File: config.mk
export PLATFORM = sky130hd
export DESIGN_NAME = fp_double_multiplier
export DESIGN_NICKNAME = d
export VERILOG_FILES = /design/src/rtl/fp_pkg.sv /design/src/rtl/fp_mul_core.sv /design/src/rtl/fp_double_multiplier.sv
export SDC_FILE = /design/constraint.sdc
export NUM_CORES = 2
export LEC_CHECK = 0
export ABC_AREA = 0
export BUFFER_PORTS_ARGS = -buffer_cell sky130_fd_sc_hd__buf_2
export CORE_MARGIN = 10
export CORE_UTILIZATION = 40
export DETAILED_ROUTE_END_ITERATION = 16
export GPL_ROUTABILITY_DRIVEN = 0
export PLACE_DENSITY = 0.69
export SYNTH_ARGS = -nofsm -noshare
export SYNTH_HDL_FRONTEND = slang
export SYNTH_SLANG_ARGS = --single-unit
File: constraint.sdc
create_clock -name clk -period 10.78 [get_ports clk]
set_input_delay 0.539 -clock clk [delete_from_list [all_inputs] [get_ports clk]]
set_output_delay 0.539 -clock clk [all_outputs]
set_load 0.005 [all_outputs]
File: src/rtl/fp_pkg.sv
// Shared binary32 definitions for the triple-product multiplier:
// field widths, special encodings, FSM state type and field helpers.
package fp_pkg;

    localparam int EXP_W    = 8;
    localparam int MAN_W    = 23;
    localparam int EXP_BIAS = 127;
    localparam int EXP_MAX  = 255;

    localparam logic [31:0] QNAN    = 32'h7FC0_0000;
    localparam logic [31:0] POS_INF = 32'h7F80_0000;

    typedef enum logic [1:0] {
        IDLE,
        MUL1,
        MUL2,
        DONE
    } state_t;

    function automatic logic get_sign(input logic [31:0] f);
        return f[31];
    endfunction

    function automatic logic [EXP_W-1:0] get_exp(input logic [31:0] f);
        return f[30:23];
    endfunction

    function automatic logic [MAN_W-1:0] get_man(input logic [31:0] f);
        return f[22:0];
    endfunction

    function automatic logic [31:0] pack_fp(input logic s,
                                            input logic [EXP_W-1:0] e,
                                            input logic [MAN_W-1:0] m);
        return {s, e, m};
    endfunction

endpackage

File: src/rtl/fp_mul_core.sv
// Combinational binary32 x binary32 multiplier: special-value decode,
// one-step normalization, optional rounding, overflow/flush-to-zero.
// Build option: define FP_ROUND_NEAREST_EN for round-to-nearest-even,
// otherwise the product is truncated toward zero.
import fp_pkg::*;

module fp_mul_core (
    input  logic [31:0] op_a,
    input  logic [31:0] op_b,
    output logic [31:0] result
);

    logic              sign;
    logic [EXP_W-1:0]  ea;
    logic [EXP_W-1:0]  eb;
    logic [MAN_W-1:0]  fa;
    logic [MAN_W-1:0]  fb;
    logic              a_zero, b_zero, a_inf, b_inf, a_nan, b_nan;
    logic [47:0]       prod;
    logic              norm_shift;
    logic [23:0]       norm;
    logic              round_inc;
    logic [24:0]       rounded;
    logic [MAN_W-1:0]  frac_fin;
    logic signed [10:0] exp_norm;
    logic signed [10:0] exp_fin;
`ifdef FP_ROUND_NEAREST_EN
    logic              guard_bit, round_bit, sticky_bit;
`endif

    // Decode operands, multiply significands, normalize, round and classify.
    // NOTE: every variable assigned here gets a value on every path (defaults
    // first, or a plain assignment), so no latch can be inferred.
    always_comb begin
        sign   = get_sign(op_a) ^ get_sign(op_b);
        ea     = get_exp(op_a);
        eb     = get_exp(op_b);
        fa     = get_man(op_a);
        fb     = get_man(op_b);

        // Denormals have exponent 0 and are treated as signed zero.
        a_zero = (ea == '0);
        b_zero = (eb == '0);
        a_inf  = (ea == '1) && (fa == '0);
        b_inf  = (eb == '1) && (fb == '0);
        a_nan  = (ea == '1) && (fa != '0);
        b_nan  = (eb == '1) && (fb != '0);

        prod       = 48'({1'b1, fa}) * 48'({1'b1, fb});
        // Product of two [1,2) significands lies in [1,4): at most one right shift.
        norm_shift = prod[47];
        norm       = 24'(norm_shift ? (prod >> 24) : (prod >> 23));
        exp_norm   = $signed({3'b000, ea}) + $signed({3'b000, eb})
                   - 11'(EXP_BIAS) + (norm_shift ? 11'sd1 : 11'sd0);

`ifdef FP_ROUND_NEAREST_EN
        guard_bit  = norm_shift ? prod[23] : prod[22];
        round_bit  = norm_shift ? prod[22] : prod[21];
        sticky_bit = norm_shift ? (|prod[21:0]) : (|prod[20:0]);
        // Round up above the halfway point, or at exactly half when the LSB is odd.
        round_inc  = guard_bit & (round_bit | sticky_bit | norm[0]);
`else
        round_inc  = 1'b0;
`endif

        rounded  = {1'b0, norm} + 25'(round_inc);
        // A carry out of the significand means it became exactly 2.0.
        frac_fin = rounded[24] ? rounded[23:1] : rounded[22:0];
        exp_fin  = exp_norm + (rounded[24] ? 11'sd1 : 11'sd0);

        if (a_nan || b_nan) begin
            result = QNAN;
        end else if ((a_inf && b_zero) || (b_inf && a_zero)) begin
            result = QNAN;
        end else if (a_inf || b_inf) begin
            result = {sign, POS_INF[30:0]};
        end else if (a_zero || b_zero) begin
            result = {sign, 31'd0};
        end else if (exp_fin >= 11'(EXP_MAX)) begin
            result = {sign, POS_INF[30:0]};
        end else if (exp_fin <= 11'sd0) begin
            result = {sign, 31'd0};
        end else begin
            result = pack_fp(sign, exp_fin[EXP_W-1:0], frac_fin);
        end
    end

endmodule

File: src/rtl/fp_double_multiplier.sv
// Sequential triple-product unit z = (a*b)*c built around one shared
// combinational multiplier; four-state FSM, synchronous active-low reset.
// Build option: FP_ROUND_NEAREST_EN selects round-to-nearest-even in the core.
import fp_pkg::*;

module fp_double_multiplier (
    input  logic        clk,
    input  logic        reset,
    input  logic        start,
    input  logic [31:0] input_a,
    input  logic [31:0] input_b,
    input  logic [31:0] input_c,
    output logic [31:0] output_z,
    output logic        z_ack
);

    state_t      state_q;
    state_t      next_state;
    logic [31:0] a_q;
    logic [31:0] b_q;
    logic [31:0] c_q;
    logic [31:0] t_q;
    logic [31:0] core_a;
    logic [31:0] core_b;
    logic [31:0] core_z;

    // Share the multiplier: (a,b) first, then (t,c) during MUL2.
    always_comb begin
        core_a = a_q;
        core_b = b_q;
        if (state_q == MUL2) begin
            core_a = t_q;
            core_b = c_q;
        end
    end

    fp_mul_core u_mul (
        .op_a   (core_a),
        .op_b   (core_b),
        .result (core_z)
    );

    // Next-state logic; start is only looked at in IDLE.
    always_comb begin
        next_state = state_q;
        case (state_q)
            IDLE:    if (start) next_state = MUL1;
            MUL1:    next_state = MUL2;
            MUL2:    next_state = DONE;
            DONE:    next_state = IDLE;
            default: next_state = IDLE;
        endcase
    end

    // State register.
    // NOTE: sequential state uses non-blocking assignments so every register
    // samples the pre-edge values, independent of statement order.
    always_ff @(posedge clk) begin
        if (!reset) state_q <= IDLE;
        else        state_q <= next_state;
    end

    // Operand capture, intermediate product, result and completion pulse.
    // NOTE: these are discrete registers, not a memory array, so clearing
    // them on reset is cheap and gives a known output after abort.
    always_ff @(posedge clk) begin
        if (!reset) begin
            a_q      <= '0;
            b_q      <= '0;
            c_q      <= '0;
            t_q      <= '0;
            output_z <= '0;
            z_ack    <= 1'b0;
        end else begin
            z_ack <= 1'b0;
            case (state_q)
                IDLE: begin
                    if (start) begin
                        a_q <= input_a;
                        b_q <= input_b;
                        c_q <= input_c;
                    end
                end
                MUL1: t_q <= core_z;
                MUL2: begin
                    output_z <= core_z;
                    z_ack    <= 1'b1;
                end
                default: ;
            endcase
        end
    end

endmodule

# [Yosys cells after proc, flatten, opt, wreduce, memory -nomap -nowiden]
# Index checks and enable logic that the tools add are counted.
[word_totals] output_inout_bits=33 elab_cells=51 regBits=163
[op_classes] bitwise_logic=1 n_reduce_logical=18 order_cmp=2 addsub=3 muxes=13 multipliers=1 eq_ne=6
[op_table] operator="2-to-1 mux 32 bit" n=4
[op_table] operator="2-to-1 mux 31 bit" n=4
[op_table] operator="multiplier 24 x 24 -> 48 bit" n=1
[op_table] operator="logical NOT 23 bit" n=2
[op_table] operator="nonzero test 23 bit" n=2
[op_table] operator="2-to-1 mux 23 bit" n=1
[op_table] operator="== test 8 bit (second input constant)" n=2
[op_table] operator="logical NOT 8 bit" n=2
[op_table] operator="adder 11 bit" n=1
[op_table] operator="greater-or-equal comparator 11 x 9 -> 1 bit (second input constant)" n=1
[op_table] operator="less-or-equal comparator 11 x 1 -> 1 bit (second input constant)" n=1
[op_table] operator="subtractor 11 x 8 -> 11 bit (second input constant)" n=1
[op_table] operator="adder 8 x 8 -> 9 bit" n=1
[op_table] operator="case mux 2 bit (4 select lines)" n=1
[op_table] operator="logical AND 1 bit" n=6
[op_table] operator="== test 2 bit (second input constant)" n=2
[op_table] operator="logical OR 1 bit" n=4
[op_table] operator="== test 2 x 1 -> 1 bit (second input constant)" n=1
[op_table] operator="logical NOT 2 bit" n=1
[op_table] operator="2-to-1 mux 1 bit" n=2
[op_table] operator="2-to-1 mux 2 bit" n=1
[op_table] operator="inequality test 2 bit (second input constant)" n=1
[op_table] operator="AND reduction 2 bit" n=1
[op_table] operator="bitwise XOR 1 bit" n=1

# [Longest topological paths before layout]
[depth] ltp_word=12 mapped_depth=55

# [Hierarchy]
# From an unflattened synthesis, not the netlist that was laid out.
[hier_totals] cells_unflattened=2945 hier_area_um2=26319.0
[modules_own_cells] mod="fp_mul_core" area_per_inst_um2=19433.6 n_inst=1 cells_each=2232 seq_area_each_um2=0.0
[modules_own_cells] mod="fp_double_multiplier" area_per_inst_um2=6885.4 n_inst=1 cells_each=713 seq_area_each_um2=3263.1

# [Least setup slack after synthesis]
# No wires, ideal clock.
[synth_timing] kind="reg2reg" from="register state_q[0]" to="register t_q[19]" required_time_ns=10.713 arrival_time_ns=11.816 slack_ns=-1.104 stages_incl_launch_ff=53 period_less_slack_ns=11.884 cell_sequence="dfxtp_1 -> inv_1 -> ha_1 -> buf_2 -> buf_2 -> buf_2 -> buf_2 -> buf_1 -> buf_1 -> buf_2 -> mux2i_1 -> clkinv_1 -> nand2_1 -> fa_1 -> fa_1 -> inv_1 -> fa_1 -> inv_1 -> (+17 left out) -> inv_2 -> buf_2 -> ha_1 -> inv_1 -> ha_1 -> inv_1 -> a2111oi_2 -> o21ai_1 -> nor2_1 -> nand2_1 -> mux2_2 -> a31o_1 -> or3_1 -> buf_2 -> or2_1 -> buf_6 -> buf_6 -> o21ai_2"
[synth_via] elab_chain_cells=12 word_cells_on_any_way=36 classes_between="add/sub: 3; mul: 1; order compare: 2; eq/ne: 4; mux: 10; reduce/logical: 16"
[synth_rtl] item="start, declared" line_no="fp_double_multiplier.sv:17" source="state_t state_q;"
[synth_rtl] item="start signal, assigned" line_no="fp_double_multiplier.sv:60" source="else state_q <= next_state;"
[synth_rtl] item="== test 2 bit" line_no="fp_double_multiplier.sv:31" source="if (state_q == MUL2) begin"
[synth_rtl] item="2-to-1 mux 32 bit" line_no="fp_double_multiplier.sv:31"
[synth_rtl] item="multiplier 24 x 24 -> 48 bit / adder 8 x 8 -> 9 bit (equally long branches)" line_no="fp_mul_core.sv:49, fp_mul_core.sv:53"
[synth_rtl] item="2-to-1 mux 1 bit / subtractor 11 x 8 -> 11 bit (equally long branches)" line_no="fp_mul_core.sv:54" source="- 11'(EXP_BIAS) + (norm_shift ? 11'sd1 : 11'sd0);"
[synth_rtl] item="adder 11 bit" line_no="fp_mul_core.sv:54"
[synth_rtl] item="less-or-equal comparator 11 x 1 -> 1 bit" line_no="fp_mul_core.sv:81" source="end else if (exp_fin <= 11'sd0) begin"
[synth_rtl] item="2-to-1 mux 31 bit" line_no="fp_mul_core.sv:81"
[synth_rtl] item="2-to-1 mux 31 bit" line_no="fp_mul_core.sv:79" source="end else if (exp_fin >= 11'(EXP_MAX)) begin"
[synth_rtl] item="2-to-1 mux 31 bit" line_no="fp_mul_core.sv:77" source="end else if (a_zero || b_zero) begin"
[synth_rtl] item="2-to-1 mux 31 bit" line_no="fp_mul_core.sv:75" source="end else if (a_inf || b_inf) begin"
[synth_rtl] item="2-to-1 mux 32 bit" line_no="fp_mul_core.sv:73" source="end else if ((a_inf && b_zero) || (b_inf && a_zero)) begin"
[synth_rtl] item="2-to-1 mux 32 bit" line_no="fp_mul_core.sv:71" source="if (a_nan || b_nan) begin"
[synth_rtl] item="end signal, assigned" line_no="fp_double_multiplier.sv:84" source="MUL1: t_q <= core_z;"
[synth_rtl] item="end, declared" line_no="fp_double_multiplier.sv:22" source="logic [31:0] t_q;"
# Parallel ways exist; a longest one is shown, timed or not.
# A chain may end at the register's enable or synchronous reset.

# [Final worst setup path]
[layout_timing] from="register state_q[0]" to="register t_q[0]"
# The elaborated chain is that of the path after synthesis.

==> flow_summary.yaml <==
clock_tree:
  cts_root_buf: "clkbuf_16"
  h-tree-depth: 4
  cts_made_buffers: 17
  clk_pin_slew_worst_paths_ns: 0.08
  clkLatencyLatePin_ns: 0.44
  cts_buffer_depth: 2
  cts_sinks: 163
  cts_hold_buffers: 0
  cts_tree: "yes"
floorplan:
  die_w_microns: 273
  core_sq_um: 63200
  io_pins: 132
  rows: 92
  dieArea_sq_um: 74400
  die_h_microns: 273
  initial_core_util_pct: 40.4
place:
  hpwl_mm: 64.8
  portBuffers: 131
critical_path:
  slowest_delay_ns: 0.63
  r2r_slack_ns: 0.36
  start_kind: "flip-flop"
  ff2ff_path_depth: 40
  crit_top_cell: "fa_1"
  critPathRequiredTime_ns: 11.14
  crit_slowest_cell: "fa_1"
  cp_max_fo: 16
  crit_path_end_kind: "flip-flop"
  arrival_ns: 10.79
  path_class: "flip-flop to flip-flop"
cells_and_area:
  synthToLayoutAreaGrowth_pct: 12.1
  antenna_cells: 0
  final_util_pct: 45.3
  fin_nets: 3928
  drive_gt1_share_pct: 12.7
  nFillCells: 6094
sta:
  maxSlewViolCount: 0
  min_period_ns: 10.42
  tightestPinTransition_ns: 1.20
  fmax_mhz: 95.9
  setup_violations: 0
  period_share_pct: 96.7
  finalHoldViolCount: 0
  slew_headroom_pct: 20.0
  skew_ns: 0.0163
synth:
  synth_cell_type_count: 77
  synth_ff_type: "dfxtp_1"
  yosys_warnings: 0
  synth_top_cell_by_area: "fa_1"
  synthArstFlopShare_pct: 0
  syn-cell-area_sq_um: 25500
  yosys-top-cells-count: "inv_1 (572), nand2_1 (557), fa_1 (482)"
  synth_top_family_by_area: "adder cells"
  yosysTopAreaCellShare_pct: 37.8
  synth_seq_area_share_pct: 12.8
  synth_xor_area_share_pct: 1.17
  avgSynthCellArea_sq_um: 8.46
  synthSimpleGateAreaFrac_pct: 15.7
  synthAdderAreaFrac_pct: 46.7
  yosys_register_bits: 163
  yosys-top-cells-area: "fa_1 (38%), dfxtp_1 (13%), ha_1 (9.0%), inv_1 (8.4%), nand2_1 (8.2%)"
  synth_compound_area_share_pct: 9.03
  synth_nets: 3785
  synth.mux.area_fraction_pct: 3.77
  synth.most_common_cell: "inv_1"
  netlist_instances: 3021
  synth-edff-count: 0
global_routing:
  grt_max_degree: 95
  grt_pass1_wl_mm: 126
  antenna_found_initial: 1
  grt-ovfl-total: 0
  grt_use_total_pct: 21.7
  grt_pass1_vias: 22079
pwr:
  power.internal_w: 0.00225
  comb_power_share_pct: 71.5
  peakVddDrop_mv: 0.141
  p_sw_w: 0.00263
  p_clk_share_pct: 12.9
  leakagePower_nw: 13.6
  power_w: 0.00488
  switching_share_pct: 53.9
  seq_power_share_pct: 15.6
  power.density_nw_per_um2: 171
min_path:
  whs_path_depth: 3
  hp-class: "input pin to flip-flop"
drt:
  vias_per_cell: 5.31
  drc_errors: 0
  antenna_left: 0
  firstDrtPassIters: 5
  wl_per_cell_microns: 19.9
  via_count: 21363
  first_iter_violations: 1717
  drt_wl_total_mm: 80.1
job:
  cap_violations: 0
outcome:
  status: "complete, no violations"
[layout make-up]
type	count	area, sq um	area share, %
flip-flops and latches	163	3260	11.4
clock buffers	17	425	1.49
well taps	846	1060	3.70
inverters	589	2260	7.90
repair buffers	264	1780	6.22
multi-input cells	2129	19600	68.6
clock inverters	15	196	0.686
[state kept, by name (all words and copies together), names as in the netlist]
register,flops
a_q,32
b_q,32
c_q,32
output_z,32
state_q,2
t_q,32
z_ack,1
[stage by stage]
stage | setup TNS, ns | cells | hold WS (ns) | setup slack (ns) | instance area, sq um
floorplan | 0 | 3021 | 0.420 | 0.00385 | 25600
global placement | 0 | 3971 | 0.431 | 0.0152 | 27700
detailed placement | -1.63 | 3971 | 0.437 | -0.147 | 27700
CTS | 0 | 4004 | 0.323 | 0.0146 | 28300
global route | -0.0870 | 4023 | 0.315 | -0.0209 | 28600
finish | 0 | 4023 | 0.328 | 0.356 | 28600
[final timing paths]
kind / from / end
setup / recovery: state_q[0]$_SDFFE_PN0P_ / t_q[0]$_SDFFE_PN0N_
hold / removal: input_b[16] / b_q[16]$_SDFFE_PN0P_
setup reg to reg: state_q[0]$_SDFFE_PN0P_ / t_q[0]$_SDFFE_PN0N_
hold reg to reg: b_q[5]$_SDFFE_PN0P_ / b_q[5]$_SDFFE_PN0P_
[repair_timing]
item / in CTS / in global routing
cloned: 0 / 0
pin swaps: 1 / 2
buffers inserted: 1 / 19
gates resized for setup: 0 / 38
endpoints found under the setup margin: 32 / 48
[layer usage]
metal / up-vias / track usage (%) / share of wire, %
met5: - / 0 / 0.016
met4: 2 / 6.89 / 3.7
met1: 10582 / 28.1 / 40
met3: 186 / 5.14 / 9.8
met2: 1009 / 35.3 / 46
li1: 9584 / - / -
[worst max-delay path, delay by kind of cell, from the launching register on]
kind	cells	cell delay [ns]
simple gates	8	1.84
fa+ha+maj	11	4.54
buf+inv	10	1.10
compound gates	9	1.93
mux	2	0.56
flops	1	0.36
[power groups by stage]
| stage | Clock [W] | Combinational, W | Sequential (W) |
|---|---|---|---|
| floorplan | 0 | 0.00217 | 0.000744 |
| global placement | 0 | 0.00329 | 0.000770 |
| detailed placement | 0 | 0.00331 | 0.000771 |
| CTS | 0.000634 | 0.00336 | 0.000759 |
| global route | 0.000662 | 0.00380 | 0.000771 |
| finish | 0.000629 | 0.00349 | 0.000760 |
[kinds of logic after synthesis]
kind of cell / after synthesis
muxes: 91
buffers and inverters: 729
and+or+nand+nor: 974
adders and majority gates: 665
xor gates and xnor gates: 34
AOI/OAI and AO/OA: 365
DFF: 163
[cells in the final DEF, fill, tap and decap left out, types with 9 or more instances in the layout]
cell,synthesis,routed
o21bai_1,12,12
o21ai_2,10,10
nand2_1,557,555
a211oi_1,18,18
o211ai_1,9,9
inv_1,572,562
o21ai_0,50,50
dfxtp_1,163,163
clkbuf_16,0,17
buf_2,9,131
nor4_1,11,10
xor2_1,9,9
nor2_1,285,285
mux2i_1,50,44
clkinvlp_4,0,11
o21a_1,14,14
buf_4,1,118
mux2_2,41,36
nand4_1,15,15
ha_1,183,180
nor3_1,12,12
or2_2,9,9
and2_1,15,14
a21oi_1,157,155
nand3_1,17,17
fa_1,482,481
xnor2_1,25,25
a21o_1,22,22
and3_1,10,10
No activity file was read; power rests on OpenSTA's default activity.
